===== src/rtl/prog_sequencer.sv =====
// prog_sequencer: fetch/decode/execute controller for the 8-bit accumulator datapath.
// Instruction memory reads take one cycle; the datapath sees NOP (MOV A,A) outside EXEC.
module prog_sequencer #(
    parameter int PC_W  = 4,
    parameter int CNT_W = 16
) (
    input  logic             clk,
    input  logic             rst,
    input  logic             start,
    input  logic [PC_W:0]    prog_len,
    output logic [PC_W-1:0]  imem_addr,
    input  logic [7:0]       imem_data,
    output logic [7:0]       instr,
    output logic             exec_strobe,
    input  logic             in_valid,
    output logic             in_ready,
    input  logic             out_ready,
    output logic             out_valid,
    output logic             busy,
    output logic             done,
    output logic [CNT_W-1:0] instr_count,
    output logic [2:0]       state_dbg
);

    localparam logic [7:0] NOP = 8'h80;

    typedef enum logic [2:0] {
        IDLE     = 3'd0,
        FETCH    = 3'd1,
        DECODE   = 3'd2,
        WAIT_IN  = 3'd3,
        WAIT_OUT = 3'd4,
        EXEC     = 3'd5,
        HALT     = 3'd6
    } state_t;

    state_t            r_state;
    state_t            w_next;
    logic [PC_W-1:0]   r_pc;
    logic [7:0]        r_ir;
    logic [CNT_W-1:0]  r_count;
    logic [PC_W:0]     w_len_m1;
    logic              w_last;

    // pc is zero-extended so a full-memory program (prog_len = 2^PC_W) ends at the top address
    assign w_len_m1 = prog_len - {{PC_W{1'b0}}, 1'b1};
    assign w_last   = ({1'b0, r_pc} == w_len_m1);

    always_ff @(posedge clk) begin
        if (rst) begin
            r_state <= IDLE;
        end else begin
            r_state <= w_next;
        end
    end

    always_ff @(posedge clk) begin
        if (rst) begin
            r_pc    <= '0;
            r_ir    <= NOP;
            r_count <= '0;
        end else begin
            case (r_state)
                IDLE, HALT: begin
                    if (start) begin
                        r_pc    <= '0;
                        r_count <= '0;
                    end
                end
                DECODE: r_ir <= imem_data;
                EXEC: begin
                    r_count <= r_count + CNT_W'(1);
                    if (!w_last) begin
                        r_pc <= r_pc + PC_W'(1);
                    end
                end
                default: ;
            endcase
        end
    end

    // Outputs decode only registered state and ir, never the handshake inputs
    always_comb begin
        w_next      = r_state;
        instr       = NOP;
        exec_strobe = 1'b0;
        in_ready    = 1'b0;
        out_valid   = 1'b0;
        case (r_state)
            IDLE, HALT: begin
                if (start) begin
                    w_next = (prog_len == '0) ? HALT : FETCH;
                end
            end
            FETCH: w_next = DECODE;
            DECODE: begin
                case (imem_data[7:6])
                    2'b00:   w_next = WAIT_IN;
                    2'b11:   w_next = WAIT_OUT;
                    default: w_next = EXEC;
                endcase
            end
            WAIT_IN: begin
                if (in_valid) begin
                    w_next = EXEC;
                end
            end
            WAIT_OUT: begin
                if (out_ready) begin
                    w_next = EXEC;
                end
            end
            EXEC: begin
                instr       = r_ir;
                exec_strobe = 1'b1;
                in_ready    = (r_ir[7:6] == 2'b00);
                out_valid   = (r_ir[7:6] == 2'b11);
                w_next      = w_last ? HALT : FETCH;
            end
            default: w_next = IDLE;
        endcase
    end

    assign imem_addr   = r_pc;
    assign instr_count = r_count;
    assign state_dbg   = r_state;
    assign busy        = (r_state != IDLE) && (r_state != HALT);
    assign done        = (r_state == HALT);

endmodule


===== config.mk =====
export PLATFORM = sky130hd
export DESIGN_NAME = prog_sequencer
export DESIGN_NICKNAME = d
export VERILOG_FILES = /design/src/rtl/prog_sequencer.sv
export SDC_FILE = /design/constraint.sdc
export NUM_CORES = 1
export LEC_CHECK = 0
export CAP_MARGIN = 20
export CORE_UTILIZATION = 42
export CTS_BUF_LIST = sky130_fd_sc_hd__clkbuf_4 sky130_fd_sc_hd__clkbuf_8 sky130_fd_sc_hd__clkbuf_16
export CTS_CLUSTER_SIZE = 8
export DETAILED_ROUTE_END_ITERATION = 7
export GPL_TIMING_DRIVEN = 0
export PLACE_DENSITY = 0.79
export SLEW_MARGIN = 20
export SYNTH_ARGS = -nofsm -noshare
export SYNTH_HDL_FRONTEND = slang
export SYNTH_SLANG_ARGS = --single-unit

===== constraint.sdc =====
create_clock -name clk -period 1.55 [get_ports clk]
set_input_delay 0.31 -clock clk [delete_from_list [all_inputs] [get_ports clk]]
set_output_delay 0.31 -clock clk [all_outputs]
set_load 0.02 [all_outputs]

# Word-level counts from Yosys, hierarchy flattened
# Index checks and enable logic that the tools add are counted.
# word_totals
ff_bits,31
inputBits,18
out_inout_bits,36
wordCells,48
# classes
add_sub_neg,3
eq_ne,14
mux,16
reduce_logical,11
# op_table
op,n
one-hot mux 16 bit (2 select lines),1
one-hot mux 3 bit (6 select lines),1
adder 16 x 1 -> 16 bit (second input constant),1
two-way mux 16 bit,1
two-way mux 3 bit,5
equality test 3 bit (second input constant),3
two-way mux 4 bit,2
two-way mux 8 bit,1
!= test 2 bit (second input constant),4
one-hot mux 4 bit (2 select lines),1
equality test 3 x 2 -> 1 bit (second input constant),2
one-hot mux 3 bit (2 select lines),1
AND reduction 3 bit,2
equality test 4 x 5 -> 1 bit,1
logical NOT 5 bit,1
subtractor 5 x 1 -> 5 bit (second input constant),1
adder 4 x 1 -> 4 bit (second input constant),1
equality test 2 bit (second input constant),2
logical NOT 2 bit,2
equality test 3 x 1 -> 1 bit (second input constant),1
logical NOT 3 bit,1
two-way mux 1 bit,3
!= test 3 bit (second input constant),1
nonzero test 3 bit,1
other kinds (4),4

# Longest topological paths before layout
# Gate-level depths: netlist (run 1).
# logic_depth
depth_word,4
mapped_depth,7
mapped_depth_nobuf,7

# Worst setup path after synthesis (run 1)
# No wires, ideal clock.
# synth_timing
path_kind,register -> output
from,register r_state[0] (netlist: state_dbg[0])
to,output port out_valid
t_arrival_ns,1.579
required_time_ns,1.240
slack_ns,-0.339
path_stages_with_launch,6
n_path_buf,2
path_cell_list,dfxtp_1 -> buf_4 -> nand3b_4 -> inv_2 -> clkbuf_1 -> and3_1
# synth_via
elab_chain_len,2
# synth_lines
item,line,rtl
from (decl),37,state_t r_state;
from (signal assigned),53,r_state <= w_next;
equality test 3 bit,89,case (r_state)
two-way mux 1 bit,89,
to (decl),18,"output logic out_valid,"
# Every way passes these cells.

# Final worst setup path (run 1)
# layout_timing
from,register r_state[1] (netlist: state_dbg[1])
to,output port busy
# layout_via
elab_chain_len,2
elab_cells_between_ends,3
classes_between,1 x eq/ne; 2 x reduce/logical
# layout_lines
item,line,rtl
!= test 3 bit or nonzero test 3 bit (tied branches),127,assign busy = (r_state != IDLE) && (r_state != HALT);
logical AND 1 bit (*),127,
to (decl),19,"output logic busy,"
# Every way passes the cells marked *; elsewhere a longest branch is shown, timed or not.

==> flow_summary_export.csv, run 1 <==
group,metric,value,unit
timing,period_share,1.077,
timing,layout_setup_ws,-0.1192,ns
floorplan,die-area,0.004595,mm^2
yosys,synth_cells,216,
clocking,clock_latency,0.28,ns
timing,tightest_slew,0.5324,ns
clocking,clk_pin_slew_worst_paths,0.07,ns
clocking,cts_buffers,5,
run_status,status,"finished with violations",
floorplan,num_io_pins,54,
worst_setup_path,setup.worst_path.class,"register to output pin",
routing,route.met3.wl,450,um
floorplan,die_h,67.79,um
timing,finalSetupViolCount,18,
yosys,ys_top_cells_by_area,"dfxtp_1, mux2i_1, nor2_1",
yosys,ys_types,56,
worst_setup_path,critPathRequiredTime,1.24,ns
routing,wirelength,5741,um
run,drv_cap,0,
routing,ant_nets,0,
worst_setup_path,critical_path_arrival,1.36,ns
routing,vias,2006,
layout,stdcell_count,355,
place,placed_cells,317,
yosys,yosys_register_bits,31,
worst_setup_path,critPathSlowestCell,"dfxtp_4",
timing,period_needed,1.669,ns
routing,drt-met1-wl,2343,um
yosys,syn_avg_cell_area,8.417,um^2
worst_setup_path,path_cells,"buf_4 > xnor2_4 > nand2_1 > clkbuf_2",
routing,drt_iter0_drc,113,
grt,overflow,0,
routing,drc_errors,0,
layout,antenna_cells,0,
floorplan,start_util,0.4449,
grt,grt_use_total,0.2460,
clocking,root_buffer,"clkbuf_8",
worst_setup_path,cp-end-kind,"output pin",
yosys,synth_ff_type,"dfxtp_1",
layout,fillCellCount,303,
worst_setup_path,path_max_fanout,7,
place,port_buffers,51,
worst_setup_path,cpPeakStageDelay,0.37,ns
grt,grt_pass1_vias,1819,
routing,dr_wl_met2,2819,um
worst_setup_path,startpoint_type,"register",
clocking,holdBufCountCts,0,
yosys,synth_common_cells,"dfxtp_1, nor2_1, nand2_1",
yosys,synth.largest_area_cell,"dfxtp_1",
layout,drive_above_1_share,0.3607,
grt,antenna_found_initial,0,
yosys,yosys.area.top_type_share,0.3414,
clocking,tritoncts,"yes",
yosys,syn_area,0.001818,mm^2
power_and_ir_drop,combPwrFrac,0.255,
layout,area_growth,62.70,%
place,place_congestion,0.8721,
power_and_ir_drop,power_density,691.4,mW/mm^2
timing,hold_viol_final,0,
yosys,yosys_warnings,0,
yosys,synth.most_common_cell,"dfxtp_1",
clocking,htreeDepth,2,
timing,clock_skew,0.006234,ns
routing,first_pass_iters,4,
power_and_ir_drop,p_sw,0.6084,mW
power_and_ir_drop,p_int,1.437,mW
yosys,synth_seq_area_share,0.3414,
timing,rsz0062_at_grt,"true",
floorplan,core.rowCount,23,
power_and_ir_drop,netSwitchingFraction,0.2975,
routing,vias_per_cell,5.651,
grt,grt_pass1_wl,8424,um
worst_setup_path,crit_family,"flip-flops",
timing,finalSetupTns,-0.9045,ns
clocking,cts_buffer_depth,2,
power_and_ir_drop,pwr-share-clk,0.336,
yosys,synth_edf_count,0,
place,hpwlAfterDp,3298,um
layout,nNetsFinal,325,
timing,slew_headroom,0.6451,
routing,routed.top_layer,"met4",
yosys,synthArstFlopShare,0,
run_status,violations,"negative setup slack",
power_and_ir_drop,p_leak,1.281,nW
timing,max_freq,599.1,MHz
power_and_ir_drop,vdd_ir_drop_max,0.0004554,V
floorplan,die_x,67.79,um
grt,grt_max_degree,11,
timing,drv_slew,0,
routing,drt-wirelength-per-cell,16.17,um
floorplan,core_area,0.004086,mm^2
worst_setup_path,cp_num_buf_inv,2,
yosys,synth_nets,237,
clocking,cts_sinks,31,
power_and_ir_drop,finalPower,2.045,mW
power_and_ir_drop,pwr-share-seq,0.410,
min_path,hold_path_class,"register to register",
[state kept, by name (all words and copies together) (netlist names)]
name / cells
r_ir: 8
imem_addr: 4
instr_count: 16
state_dbg: 3
[layout make-up]
class,instances,area [um^2],area share
Multi-Input combinational cell,166,1304,0.4408
Clock buffer,7,90.09,0.03046
Tap cell,50,62.56,0.02115
Clock inverter,1,5.005,0.001692
Inverter,8,41.29,0.01396
Sequential cell,31,644.4,0.2179
Timing Repair Buffer,81,733.2,0.2479
Buffer,11,77.57,0.02623
[worst min-delay path, delay by kind of cell (launching register included)]
family | cells | cell delay, ns
DFF | 1 | 0.32
muxes | 1 | 0.06
and+or+nand+nor | 1 | 0.06
[layer usage]
layer,vias to the layer above,global-route usage
met4,0,0.1042
li1,965,-
met3,15,0.05743
met1,927,0.2963
met5,-,0
met2,99,0.4146
[cell families after synthesis]
group / after synthesis / synth area share
adders and majority gates: 3 / 0.02065
xor gates and xnor gates: 9 / 0.05575
buffers and inverters: 19 / 0.04267
muxes: 9 / 0.04955
and+or+nand+nor: 88 / 0.2670
AOI/OAI and AO/OA: 57 / 0.2230
DFF: 31 / 0.3414
[power groups by stage]
stage                     sequential [mW]  combinational, mW  clock (mW)
after global routing                0.841              0.554       0.727
after CTS                           0.838              0.402       0.689
after floorplan                     0.863              0.235           0
after detailed placement            0.856              0.376           0
final                               0.838              0.521       0.686
after global placement              0.856              0.372           0
[metrics by stage]
step	cell area [um^2]	utilization	setup slack, ns	hold WS [ns]
floorplan	1884	-	-0.02460	0.4279
global placement	2457	0.6013	-0.6418	0.4661
detailed placement	2457	0.6013	-0.6856	0.4774
CTS	2709	0.6629	-0.1400	0.4876
global route	2958	0.7238	-0.1582	0.5165
finish	2958	0.7238	-0.1192	0.4836
[path summary, 6_finish.rpt]
kind,slack [ns],from,depth (start not counted),endpoint
worst max register to register,-0.07,imem_addr[2]$_SDFFE_PP0P_,5,imem_addr[2]$_SDFFE_PP0P_
worst max-delay path,-0.12,state_dbg[1]$_SDFFE_PP0P_,4,busy
worst min-delay path,0.48,instr_count[15]$_SDFFE_PP0P_,2,instr_count[15]$_SDFFE_PP0P_
worst min register to register,0.48,instr_count[15]$_SDFFE_PP0P_,2,instr_count[15]$_SDFFE_PP0P_
[cells in the final DEF, fill, tap and decap left out, drive strengths merged, types with 10 or more instances in the layout]
master	n
nor2	23
a21oi	14
clkbuf	16
o21ai	14
clkdlybuf4s50	10
nand2	16
dfxtp	31
dlygate4sd2	24
and2	10
buf	48
[repair_timing]
action	4_1_cts	5_1_grt
setup endpoints to repair	49	33
setup buffers	12	17
resized for setup	130	41
cloned	1	0
pin swaps	15	21
Power figures use the tool's default switching activity.
==> inputs of run 2 (changes only) <==
--- a/config.mk
+++ b/config.mk
@@ -12,6 +12,7 @@
 export DETAILED_ROUTE_END_ITERATION = 7
 export GPL_TIMING_DRIVEN = 0
 export PLACE_DENSITY = 0.79
+export RECOVER_POWER = 50
 export SLEW_MARGIN = 20
 export SYNTH_ARGS = -nofsm -noshare
 export SYNTH_HDL_FRONTEND = slang
==> flow_summary_export.csv, run 2 (synthesis gave the netlist of run 1 again) <==
group,metric,value,unit
layout,mostFrequentLayoutCell,"buf_4",
clocking,htreeDepth,2,
layout,most-common-layout-cells,"buf_4, dlygate4sd2_1, nor2_1, dfxtp_1",
power_and_ir_drop,finalPower,2.043,mW
timing,clock_skew,0.006162,ns
power_and_ir_drop,p_leak,1.260,nW
worst_setup_path,startpoint_type,"register",
min_path,worstHoldStart,"instr_count[15]$_SDFFE_PP0P_",
routing,drt_iter0_drc,116,
clocking,holdBufCountCts,0,
floorplan,core.rowCount,23,
place,hpwlAfterDp,3298,um
worst_setup_path,setup.worst_path.class,"register to output pin",
timing,finalSetupTns,-0.9186,ns
clocking,cts_buffer_depth,2,
run,drv_cap,0,
clocking,tritoncts,"yes",
worst_setup_path,path_max_fanout,7,
grt,grt_max_degree,11,
layout,area_growth,62.08,%
floorplan,die-area,0.004595,mm^2
timing,hold_viol_final,0,
place,place_congestion,0.8721,
timing,layout_setup_ws,-0.1206,ns
worst_setup_path,cpPeakStageDelay,0.37,ns
run_status,status,"finished with violations",
timing,finalSetupViolCount,17,
timing,slew_headroom,0.6418,
routing,first_pass_iters,4,
grt,grt_pass1_wl,8424,um
grt,antenna_found_initial,0,
layout,multi_input_area,0.001301,mm^2
worst_setup_path,critPathSlowestCell,"dfxtp_4",
worst_setup_path,critPathLaunch,"state_dbg[1]$_SDFFE_PP0P_",
power_and_ir_drop,power_density,693.3,mW/mm^2
timing,period_share,1.078,
timing,rsz0062_at_grt,"true",
clocking,clk_pin_slew_worst_paths,0.07,ns
power_and_ir_drop,vdd_ir_drop_max,0.0004554,V
worst_setup_path,path_cells,"buf_4 > xnor2_4 > nand2_1 > clkbuf_2",
timing,drv_slew,0,
min_path,hold_path_class,"register to register",
place,port_buffers,51,
worst_setup_path,critPathRequiredTime,1.24,ns
timing,period_needed,1.671,ns
worst_setup_path,r2r_start,"imem_addr[2]$_SDFFE_PP0P_",
place,placed_cells,317,
layout,seq_area,644.4,um^2
routing,vias,2002,
layout,nNetsFinal,325,
worst_setup_path,crit_family,"flip-flops",
floorplan,core_area,0.004086,mm^2
layout,largest_register_ffs,16,
layout,final_core_util,0.7211,
timing,tightest_slew,0.5373,ns
routing,drt-wirelength-per-cell,16.13,um
layout,drive_above_1_share,0.3574,
floorplan,num_io_pins,54,
worst_setup_path,cp_num_buf_inv,2,
routing,drc_errors,0,
worst_setup_path,cp-end-kind,"output pin",
layout,stdcell_count,355,
grt,grt_pass1_vias,1819,
floorplan,start_util,0.4449,
routing,vias_per_cell,5.639,
layout,fillCellCount,305,
clocking,clock_latency,0.28,ns
clocking,cts_sinks,31,
timing,max_freq,598.6,MHz
worst_setup_path,critical_path_arrival,1.36,ns
grt,overflow,0,
floorplan,die_x,67.79,um
layout,antenna_cells,0,
clocking,root_buffer,"clkbuf_8",
run_status,violations,"negative setup slack",
floorplan,die_h,67.79,um
routing,ant_nets,0,
grt,grt_use_total,0.2460,
clocking,cts_buffers,5,
routing,wirelength,5725,um
==> run 2: stage by stage <==
step	cell area (um^2)	hold WS [ns]	worst slack (ns)
3_5_place_dp	2457	0.4774	-0.6856
3_3_place_gp	2457	0.4661	-0.6418
4_1_cts	2709	0.4876	-0.1400
2_1_floorplan	1884	0.4279	-0.02460
6_report	2947	0.4866	-0.1206
5_1_grt	2947	0.5183	-0.1555
==> run 2: repair_timing <==
| action | 4_1_cts | 5_1_grt |
|---|---|---|
| hold endpoints to repair | 0 | 0 |
| pin swaps | 15 | 21 |
| buffers inserted | 12 | 17 |
| gates resized for setup | 130 | 41 |
| setup endpoints to repair | 49 | 33 |
| cloned | 1 | 0 |
==> run 2: worst paths after layout <==
path,endpoint,cells after the start,slack (ns)
worst max register to register,imem_addr[2]$_SDFFE_PP0P_,5,-0.07
worst min register to register,instr_count[15]$_SDFFE_PP0P_,2,0.49
worst min-delay path,instr_count[15]$_SDFFE_PP0P_,2,0.49
worst max-delay path,busy,4,-0.12
==> run 2: worst reg2reg max path: stages (launching register included) <==
cell,delay (ns)
dfxtp_4,0.36
or4bb_1,0.49
o21ai_2,0.12
a41oi_4,0.20
buf_4,0.18
a31o_1,0.16
==> run 2: power breakdown <==
group / internal, mW / leakage [nW] / switching, mW / total, mW
clock network: 0.376 / 0.0517 / 0.311 / 0.686
logic: 0.246 / 0.952 / 0.272 / 0.518
registers: 0.814 / 0.256 / 0.0244 / 0.838
total: 1.44 / 1.26 / 0.607 / 2.04
==> run 2: layout make-up <==
type / instances / area share
inverters: 8 / 0.01401
well taps: 50 / 0.02123
clock inverters: 1 / 0.001699
flip-flops and latches: 31 / 0.2187
repair buffers: 81 / 0.2459
clock buffers: 7 / 0.03057
multi-input cells: 166 / 0.4416
plain buffers: 11 / 0.02633
==> run 2: layer usage <==
| metal | part of all wire | vias to the layer above | track usage |
|---|---|---|---|
| li1 | - | 963 | - |
| met1 | 0.41 | 927 | 0.2963 |
| met2 | 0.49 | 97 | 0.4146 |
| met3 | 0.077 | 15 | 0.05743 |
| met4 | 0.024 | 0 | 0.1042 |
| met5 | 0 | - | 0 |
